**config.mk**
```make
export PLATFORM = sky130hd
export DESIGN_NAME = vend_sequencer
export DESIGN_NICKNAME = d
export VERILOG_FILES = /design/src/rtl/vend_sequencer.sv
export SDC_FILE = /design/constraint.sdc
export NUM_CORES = 1
export LEC_CHECK = 0
export CAP_MARGIN = 5
export CELL_PAD_IN_SITES_DETAIL_PLACEMENT = 2
export CELL_PAD_IN_SITES_GLOBAL_PLACEMENT = 2
export CORE_MARGIN = 1.5
export CORE_UTILIZATION = 35
export CTS_BUF_LIST = sky130_fd_sc_hd__clkbuf_8
export CTS_CLUSTER_SIZE = 10
export DETAILED_ROUTE_END_ITERATION = 6
export GPL_TIMING_DRIVEN = 0
export PLACE_DENSITY = 0.78
export SYNTH_ARGS = -nofsm -noshare
export SYNTH_HDL_FRONTEND = slang
export SYNTH_SLANG_ARGS = --single-unit
```
**constraint.sdc**
```tcl
create_clock -name clk_i -period 5.66 [get_ports clk_i]
set_input_delay 0.849 -clock clk_i [delete_from_list [all_inputs] [get_ports clk_i]]
set_output_delay 0.849 -clock clk_i [all_outputs]
set_load 0.005 [all_outputs]
```
**src/rtl/vend_sequencer.sv**
```systemverilog
// vend_sequencer: keypad/coin vending sequencer.
// The user picks a product id, sees it for a while, then feeds coins.
// The sequencer vends with change, refunds on error or cancel, and rejects
// coins it cannot accept. All outputs come straight from registers.
module vend_sequencer #(
    parameter int unsigned PRICE       = 4,
    parameter logic [15:0] VALID_MASK  = 16'h0FFF,
    parameter int unsigned SHOW_CYCLES = 50_000_000,
    parameter int unsigned HOLD_CYCLES = 100_000_000
) (
    input  logic       clk_i,
    input  logic       rst_i,
    input  logic       key_valid_i,
    input  logic [1:0] key_row_i,
    input  logic [1:0] key_col_i,
    input  logic       coin_valid_i,
    input  logic [1:0] coin_val_i,
    input  logic       cancel_i,
    output logic [2:0] state_o,
    output logic [3:0] val_tot_o,
    output logic [1:0] row_o,
    output logic [1:0] col_o,
    output logic       vend_o,
    output logic [3:0] change_o,
    output logic       refund_o,
    output logic [3:0] refund_val_o,
    output logic       coin_reject_o
);

    typedef enum logic [2:0] {
        ST_IDLE    = 3'b000,
        ST_SHOW_ID = 3'b001,
        ST_COIN    = 3'b010,
        ST_DONE    = 3'b011,
        ST_ERR_ID  = 3'b100,
        ST_ERR_VAL = 3'b101
    } state_t;

    // Credit never exceeds the display range 0.00..2.00.
    localparam logic [4:0]  MAX_CREDIT = 5'd8;
    localparam logic [4:0]  PRICE_W    = 5'(PRICE);
    localparam logic [26:0] SHOW_LAST  = 27'(SHOW_CYCLES - 1);
    localparam logic [26:0] HOLD_LAST  = 27'(HOLD_CYCLES - 1);

    state_t      state_q, state_d;
    logic [26:0] cnt_q, cnt_d;
    logic [3:0]  val_tot_q, val_tot_d;
    logic [1:0]  row_q, row_d;
    logic [1:0]  col_q, col_d;
    logic        vend_q, vend_d;
    logic [3:0]  change_q, change_d;
    logic        refund_q, refund_d;
    logic [3:0]  refund_val_q, refund_val_d;
    logic        coin_reject_q, coin_reject_d;

    logic [2:0]  coin_amt_s;
    logic        coin_bad_s;
    logic [4:0]  new_sum_s;
    logic        counting_s;

    // Decode the coin code into its value in 0.25 units; code 11 is worth nothing.
    always_comb begin
        coin_amt_s = 3'd0;
        coin_bad_s = 1'b0;
        case (coin_val_i)
            2'b00:   coin_amt_s = 3'd1;
            2'b01:   coin_amt_s = 3'd2;
            2'b10:   coin_amt_s = 3'd4;
            default: coin_bad_s = 1'b1;
        endcase
        new_sum_s = {1'b0, val_tot_q} + {2'b00, coin_amt_s};
    end

    // Next-state and next-output logic for the transaction FSM.
    always_comb begin
        state_d       = state_q;
        val_tot_d     = val_tot_q;
        row_d         = row_q;
        col_d         = col_q;
        vend_d        = 1'b0;
        change_d      = 4'd0;
        refund_d      = 1'b0;
        refund_val_d  = 4'd0;
        coin_reject_d = 1'b0;
        case (state_q)
            ST_IDLE: begin
                coin_reject_d = coin_valid_i;
                if (key_valid_i) begin
                    row_d   = key_row_i;
                    col_d   = key_col_i;
                    state_d = ST_SHOW_ID;
                end else begin
                    state_d = ST_IDLE;
                end
            end
            ST_SHOW_ID: begin
                // Cancel wins; any coin arriving here is handed back.
                coin_reject_d = coin_valid_i;
                if (cancel_i) begin
                    state_d      = ST_IDLE;
                    val_tot_d    = 4'd0;
                    refund_d     = (val_tot_q != 4'd0);
                    refund_val_d = val_tot_q;
                end else if ((cnt_q == 27'd0) && !VALID_MASK[{row_q, col_q}]) begin
                    state_d = ST_ERR_ID;
                end else if (cnt_q == SHOW_LAST) begin
                    state_d = ST_COIN;
                end else begin
                    state_d = ST_SHOW_ID;
                end
            end
            ST_COIN: begin
                if (cancel_i) begin
                    // A coin in the same cycle as cancel is never credited.
                    state_d       = ST_IDLE;
                    val_tot_d     = 4'd0;
                    refund_d      = (val_tot_q != 4'd0);
                    refund_val_d  = val_tot_q;
                    coin_reject_d = coin_valid_i;
                end else if (coin_valid_i) begin
                    if (coin_bad_s || (new_sum_s > MAX_CREDIT)) begin
                        // Return everything the user has put in, including this coin.
                        state_d      = ST_ERR_VAL;
                        refund_d     = 1'b1;
                        refund_val_d = new_sum_s[3:0];
                    end else if (new_sum_s >= PRICE_W) begin
                        state_d   = ST_DONE;
                        val_tot_d = new_sum_s[3:0];
                        vend_d    = 1'b1;
                        change_d  = 4'(new_sum_s - PRICE_W);
                    end else begin
                        val_tot_d = new_sum_s[3:0];
                    end
                end else begin
                    state_d = ST_COIN;
                end
            end
            ST_DONE, ST_ERR_ID, ST_ERR_VAL: begin
                // Cancel and keys are ignored while a result is displayed.
                coin_reject_d = coin_valid_i;
                if (cnt_q == HOLD_LAST) begin
                    state_d   = ST_IDLE;
                    val_tot_d = 4'd0;
                end else begin
                    state_d = state_q;
                end
            end
            default: begin
                state_d   = ST_IDLE;
                val_tot_d = 4'd0;
            end
        endcase
    end

    // Dwell counter: restarts on every state change, runs only in timed states.
    always_comb begin
        counting_s = (state_q == ST_SHOW_ID) || (state_q == ST_DONE) ||
                     (state_q == ST_ERR_ID)  || (state_q == ST_ERR_VAL);
        if (state_d != state_q) begin
            cnt_d = 27'd0;
        end else if (counting_s) begin
            cnt_d = cnt_q + 27'd1;
        end else begin
            cnt_d = cnt_q;
        end
    end

    // State, counter and output registers; reset discards credit silently.
    always_ff @(posedge clk_i) begin
        if (rst_i) begin
            state_q       <= ST_IDLE;
            cnt_q         <= 27'd0;
            val_tot_q     <= 4'd0;
            row_q         <= 2'd0;
            col_q         <= 2'd0;
            vend_q        <= 1'b0;
            change_q      <= 4'd0;
            refund_q      <= 1'b0;
            refund_val_q  <= 4'd0;
            coin_reject_q <= 1'b0;
        end else begin
            state_q       <= state_d;
            cnt_q         <= cnt_d;
            val_tot_q     <= val_tot_d;
            row_q         <= row_d;
            col_q         <= col_d;
            vend_q        <= vend_d;
            change_q      <= change_d;
            refund_q      <= refund_d;
            refund_val_q  <= refund_val_d;
            coin_reject_q <= coin_reject_d;
        end
    end

    assign state_o       = state_q;
    assign val_tot_o     = val_tot_q;
    assign row_o         = row_q;
    assign col_o         = col_q;
    assign vend_o        = vend_q;
    assign change_o      = change_q;
    assign refund_o      = refund_q;
    assign refund_val_o  = refund_val_q;
    assign coin_reject_o = coin_reject_q;

endmodule

```
==> qor.yml, run 1 <==
hp-class: "flop to flop"
synth.area.top_cells: "dfxtp_1, xnor2_1, nor2_1"
p_clk_share_pct: 38.9
grt_pass1_wl_mm: 13.5
cpMostUsedCell: "ha_1"
antenna_cells: 0
synth_compound_area_share_pct: 11.8
p_switching_mw: 0.172
worst_pin_slew_ns: 0.660
finalHoldViolCount: 0
via_per_inst: 5.35
start_util_pct: 36.1
antenna_left: 0
core_area_sq_um: 7730
syn_avg_cell_area_sq_um: 9.00
dp_cells: 442
final_cell_mix: "dfxtp_1, nor2_1, clkdlybuf4s50_1, nand2_1, xnor2_1"
syn2layout_area_growth_pct: 19.4
ff_latch_area_sq_um: 1000
syn_inst: 310
netlist_area_sq_um: 2790
muxShareOfSynthArea_pct: 1.79
finalNonFillerCells: 450
dp_worst_setup_slack_ns: 1.24
crit_type: "input port to flop"
grt_overflow: 0
postCtsHoldBufs: 0
cap_viol_max_count: 0
clock-sinks: 50
setup.worst_path.end_class: "flop"
synth-seq-cells: 50
p_per_area_nw_per_um2: 206
fin_crit_sh_pct: 72.0
setup_slack_ns: 1.58
fillers: 889
grt_use_total_pct: 20.5
die_w_um: 92.3
port_buffers: 30
r2r_slack_ns: 2.39
synth_fa_ha_area_share_pct: 3.41
cts_resized: 0
vdd.ir_drop.worst_v: 0.0000861
cts_tree: "yes"
seq_area_frac_synth_pct: 35.9
layout_commonest_cell: "dfxtp_1"
cpPeakStageDelay_ns: 0.51
max_slew_margin_pct: 56.0
status: "finished, final reports clean"
seq_power_share_pct: 52.0
num_vias: 2407
insertion_delay_ns: 0.31
syn-num-nets: 328
ys.flop_type: "dfxtp_1"
dieHeight_um: 92.3
antenna_found_initial: 0
drc_errors: 0
fin_skew_ns: 0.00840
post_drt_wl_per_cell_um: 18.0
synth_top_family_by_area: "simple AND/OR/NAND/NOR gates"
clk_pin_slew_ns: 0.10
startpoint_type: "input port"
synth_cell_types: 63
cp_num_buf_inv: 3
switching_share_pct: 25.1
rsz0062_at_grt: "no"
synth_top_area_cell: "dfxtp_1"
dieArea_sq_um: 8520
grt_max_degree: 17
p_leak_nw: 1.08
synth_enable_flop_cells: 0
multi_input_area_sq_um: 1670
cp_slowest_cell: "clkdlybuf4s50_1"
synthArstFlopShare_pct: 0
first_pass_iters: 4
numCtsBuffers: 5
drv_slew: 0
htree_levels: 2
grt_pass1_vias: 2575
intPower_mw: 0.514
place.gp.congestion: 0.768
dr.first_iter.drc_count: 53
ios: 33
dp.final_hpwl_mm: 6.25
yosys_warnings: 0
crit_path_cell_trace: "clkdlybuf4s50_1, nor2_1, ha_1, inv_1, fa_1, xor2_1, ha_1, nand3b_1, nand4_1, a31oi_1, o31ai_2, nand4_4, buf_6, nor2_2"
rows: 32
synth.top_cell.area_share_pct: 35.9
clockRootBuffer: "clkbuf_8"
postCtsSetupBuffers: 0
critPathRequiredTime_ns: 5.92
cts_buffer_depth: 2
path_max_fanout: 10
finalCriticalPeriod_ns: 4.08
nNetsFinal: 365
synth-simple-area-share_pct: 33.3
finalSetupViolations: 0
comb_power_share_pct: 9.0
path_delay_family: "adder cells"
drt-total-wl_mm: 8.10
setup_tns_ns: 0
max_freq_mhz: 245
drive_gt1_share_pct: 14.9
synth_xor_xnor_area_share_pct: 9.41
worstPathArrival_ns: 4.33
final timing paths:
kind / from / to / depth (start not counted)
hold / removal: col_o[0] / col_o[0] / 2
setup / recovery: coin_val_i[1] / cnt_q[2] / 14
hold reg to reg: col_o[0] / col_o[0] / 2
setup reg to reg: val_tot_o[0] / cnt_q[2] / 12
kinds of logic after synthesis:
group / Yosys count
fa+ha+maj: 7
xor+xnor: 30
compound gates: 37
mux: 5
simple gates: 157
flops: 50
buf+inv: 24
state kept, by name (all words and copies together) (netlist names), named ones only:
register,flops
change_o,4
cnt_q,27
coin_reject_o,1
col_o,2
refund_o,1
refund_val_o,4
row_o,2
state_o,3
val_tot_o,4
vend_o,1
synth_stat cells (2+ instances only):
cell and instances:
a21oi_2 3, nand3b_1 3, o21a_1 2, and2_1 3, o221ai_2 2, clkbuf_1 4, or4b_1 2, nor4_2 3
nand3_1 15, a21oi_1 5, nor2_2 10, a31oi_1 4, nor4_1 5, o32ai_1 2, and3_1 7, o31ai_1 2
xnor2_1 18, nor3_2 7, nor3_1 8, o22ai_1 2, inv_1 13, mux2i_1 5, or4_1 2, xor2_1 12
or2_2 2, buf_2 2, nor2b_1 3, nor2_1 37, ha_1 6, and4_1 4, nand2_1 23, buf_6 4
nor3b_1 2, dfxtp_1 50, nand4_1 8, o21ai_0 3
worst min-delay path, cell delays in order, from the launching register on:
cell     delay (ns)
dfxtp_1        0.34
mux2i_1        0.07
nor2_1         0.07
power groups by stage:
stage                     Sequential (mW)  Clock (mW)  Combinational, mW
after floorplan                     0.365           0             0.0374
after global placement              0.365           0             0.0613
after detailed placement            0.365           0             0.0626
after CTS                           0.357       0.276             0.0630
after global routing                0.358       0.295             0.0676
final                               0.357       0.267             0.0620
area by class of cell:
cell class / instances / area share [%]
plain buffers: 11 / 2.22
repair buffers: 30 / 9.01
clock buffers: 5 / 2.07
flip-flops and latches: 50 / 30.0
inverters: 13 / 1.46
clock inverters: 3 / 1.31
multi-input cells: 236 / 50.1
well taps: 102 / 3.83
per-layer routing:
| layer | global-route usage, % | share of wire [%] | wire length (um) |
|---|---|---|---|
| met1 | 27.0 | 49 | 3980 |
| met2 | 34.8 | 49 | 3960 |
| met3 | 3.37 | 1.4 | 116 |
| met4 | 4.74 | 0.47 | 38 |
| met5 | 0 | 0 | 0 |
stage by stage:
stage	hold slack, ns	instance area (sq um)	util (%)	power, mW
after floorplan	0.485	2790	-	0.403
after global placement	0.482	3220	41.7	0.427
after detailed placement	0.493	3220	41.7	0.428
after CTS	0.519	3330	43.1	0.697
after global routing	0.540	3330	43.1	0.721
final	0.508	3330	43.1	0.687
No activity file was read; power rests on OpenSTA's default activity.
==> run 2: changes to the inputs <==
==> constraint.sdc (replaced) <==
create_clock -name clk_i -period 3.8 [get_ports clk_i]
set_input_delay 0.57 -clock clk_i [delete_from_list [all_inputs] [get_ports clk_i]]
set_output_delay 0.57 -clock clk_i [all_outputs]
set_load 0.005 [all_outputs]
==> run 2 against run 1 <==
Against the previous run: die area unchanged; count of clock-buffer cells in the layout unchanged; cell count up 0.44%; utilization up 0.42 points; clock power up 50%; critical path type unchanged; largest power group unchanged; highest routed layer unchanged.
==> qor.yml, run 2 (synthesis gave the netlist of run 1 again) <==
grt_use_total_pct: 20.5  # about the same
grt_max_degree: 17  # unchanged
nNetsFinal: 367  # +0.55%
fin_crit_sh_pct: 96.1
vdd.ir_drop.worst_v: 0.000128  # +49%
start_util_pct: 36.1  # unchanged
final_cell_mix: "dfxtp_1, nor2_1, clkdlybuf4s50_1, nand2_1, xnor2_1"
regMostFlops: "cnt_q"
cts_tree: "yes"
grt_overflow: 0  # unchanged
drc_errors: 0  # unchanged
worstPathArrival_ns: 3.87  # -0.46 ns
dp.final_hpwl_mm: 6.25  # unchanged
dieArea_sq_um: 8520  # unchanged
cts_buffer_depth: 2  # unchanged
postCtsHoldBufs: 0  # unchanged
drive_gt1_share_pct: 16.3  # +1.3 points
cp_slowest_cell: "clkdlybuf4s50_1"
hp-class: "flop to flop"
cap_viol_max_count: 0  # unchanged
place.gp.congestion: 0.768  # unchanged
grt_pass1_wl_mm: 13.5  # unchanged
max_freq_mhz: 274
dieHeight_um: 92.3  # unchanged
via_per_inst: 5.36  # +0.22%
first_pass_iters: 4  # unchanged
finalPower_mw: 1.03  # +50%
cpPeakStageDelay_ns: 0.52  # about the same
drt-total-wl_mm: 8.12  # +0.30%
post_drt_wl_per_cell_um: 18.0  # -0.15%
numCtsBuffers: 5  # unchanged
critPathRequiredTime_ns: 4.02  # -1.90 ns
fillers: 885  # -0.45%
dp_worst_setup_slack_ns: -0.339  # -1.58 ns
antenna_found_initial: 0  # unchanged
htree_levels: 2  # unchanged
finalCriticalPeriod_ns: 3.65
p_leak_nw: 1.09  # +1.2%
finalSetupViolations: 0  # unchanged
worst_pin_slew_ns: 0.644  # -0.0156 ns
ios: 33  # unchanged
finalHoldViolCount: 0  # unchanged
crit_path_cell_trace: "clkdlybuf4s50_1, nor2_1, ha_1, inv_1, fa_1, xor2_2, ha_1, a221o_1, a31oi_2, o221ai_2, nand4_4, buf_6, nor2_1"
clk_pin_slew_ns: 0.10  # about the same
path_delay_family: "adder cells"
setup.worst_path.end_class: "flop"
path_max_fanout: 10  # unchanged
clockRootBuffer: "clkbuf_8"
antenna_cells: 0  # unchanged
grt_pass1_vias: 2575  # unchanged
syn2layout_area_growth_pct: 20.5
status: "finished, final reports clean"
clock-sinks: 50  # unchanged
cp_num_buf_inv: 3  # unchanged
setup_slack_ns: 0.147  # -1.44 ns
fin_skew_ns: 0.00904  # +0.000637 ns
die_w_um: 92.3  # unchanged
multi_input_area_sq_um: 1690  # +1.1%
port_buffers: 30  # unchanged
num_vias: 2423  # +0.66%
core_area_sq_um: 7730  # unchanged
insertion_delay_ns: 0.32  # about the same
drv_slew: 0  # unchanged
layout_commonest_cell: "dfxtp_1"
max_slew_margin_pct: 57.1  # +1.0 points
rows: 32  # unchanged
p_per_area_nw_per_um2: 305  # +48%
dr.first_iter.drc_count: 39  # -26%
crit_type: "input port to flop"
ff_latch_area_sq_um: 1000  # unchanged
startpoint_type: "input port"
largest_register_ffs: 27  # unchanged
antenna_left: 0  # unchanged
[run 2: area by class of cell]
cell class | instances | area share [%]
Clock inverter | 3 | 1.30
Inverter | 13 | 1.45
Multi-Input combinational cell | 236 | 50.1
Buffer | 11 | 2.19
Tap cell | 102 | 3.79
Sequential cell | 50 | 29.8
Clock buffer | 5 | 2.05
Timing Repair Buffer | 32 | 9.37
[run 2: worst paths after layout]
check | from | to | slack [ns] | cells after the start
worst min-delay path | col_o[0] | col_o[0] | 0.51 | 2
worst max register to register | val_tot_o[0] | cnt_q[4] | 0.68 | 11
worst min register to register | col_o[0] | col_o[0] | 0.51 | 2
worst max-delay path | coin_val_i[0] | cnt_q[4] | 0.15 | 13
[run 2: power by group]
part | internal, mW | switching [mW]
Clock | 0.198 | 0.202
Combinational | 0.0409 | 0.0539
Sequential | 0.529 | 0.00329
Total | 0.768 | 0.260
[run 2: worst reg2reg max path, cell delays in order (launching register included)]
cell and delay, ns:
dfxtp_1 0.41, ha_1 0.24, inv_1 0.07, fa_1 0.45
xor2_2 0.22, ha_1 0.24, a221o_1 0.40, a31oi_2 0.31
o221ai_2 0.17, nand4_4 0.24, buf_6 0.20, nor2_1 0.06
[run 2: timing repair]
action	CTS	global route
pin swaps	0	3
endpoints found under the hold margin	0	0
endpoints found under the setup margin	10	20
buffers inserted	0	2
resized for setup	1	2
gates cloned	0	0
[run 2: stage by stage]
| stage | hold slack [ns] | TNS [ns] | cell area (sq um) | utilization, % | cells |
|---|---|---|---|---|---|
| 6_report | 0.508 | 0 | 3360 | 43.5 | 452 |
| 5_1_grt | 0.540 | -0.0643 | 3360 | 43.5 | 452 |
| 4_1_cts | 0.519 | 0 | 3340 | 43.2 | 450 |
| 3_5_place_dp | 0.493 | -8.14 | 3220 | 41.7 | 442 |
| 3_3_place_gp | 0.482 | -3.62 | 3220 | 41.7 | 442 |
| 2_1_floorplan | 0.485 | 0 | 2790 | - | 310 |
[run 2: layer usage]
metal	global-route usage (%)	routed length, um	vias up
li1	-	-	1179
met3	3.37	143	5
met2	34.8	3950	27
met4	4.74	66	0
met5	0	0	-
met1	27.0	3950	1212
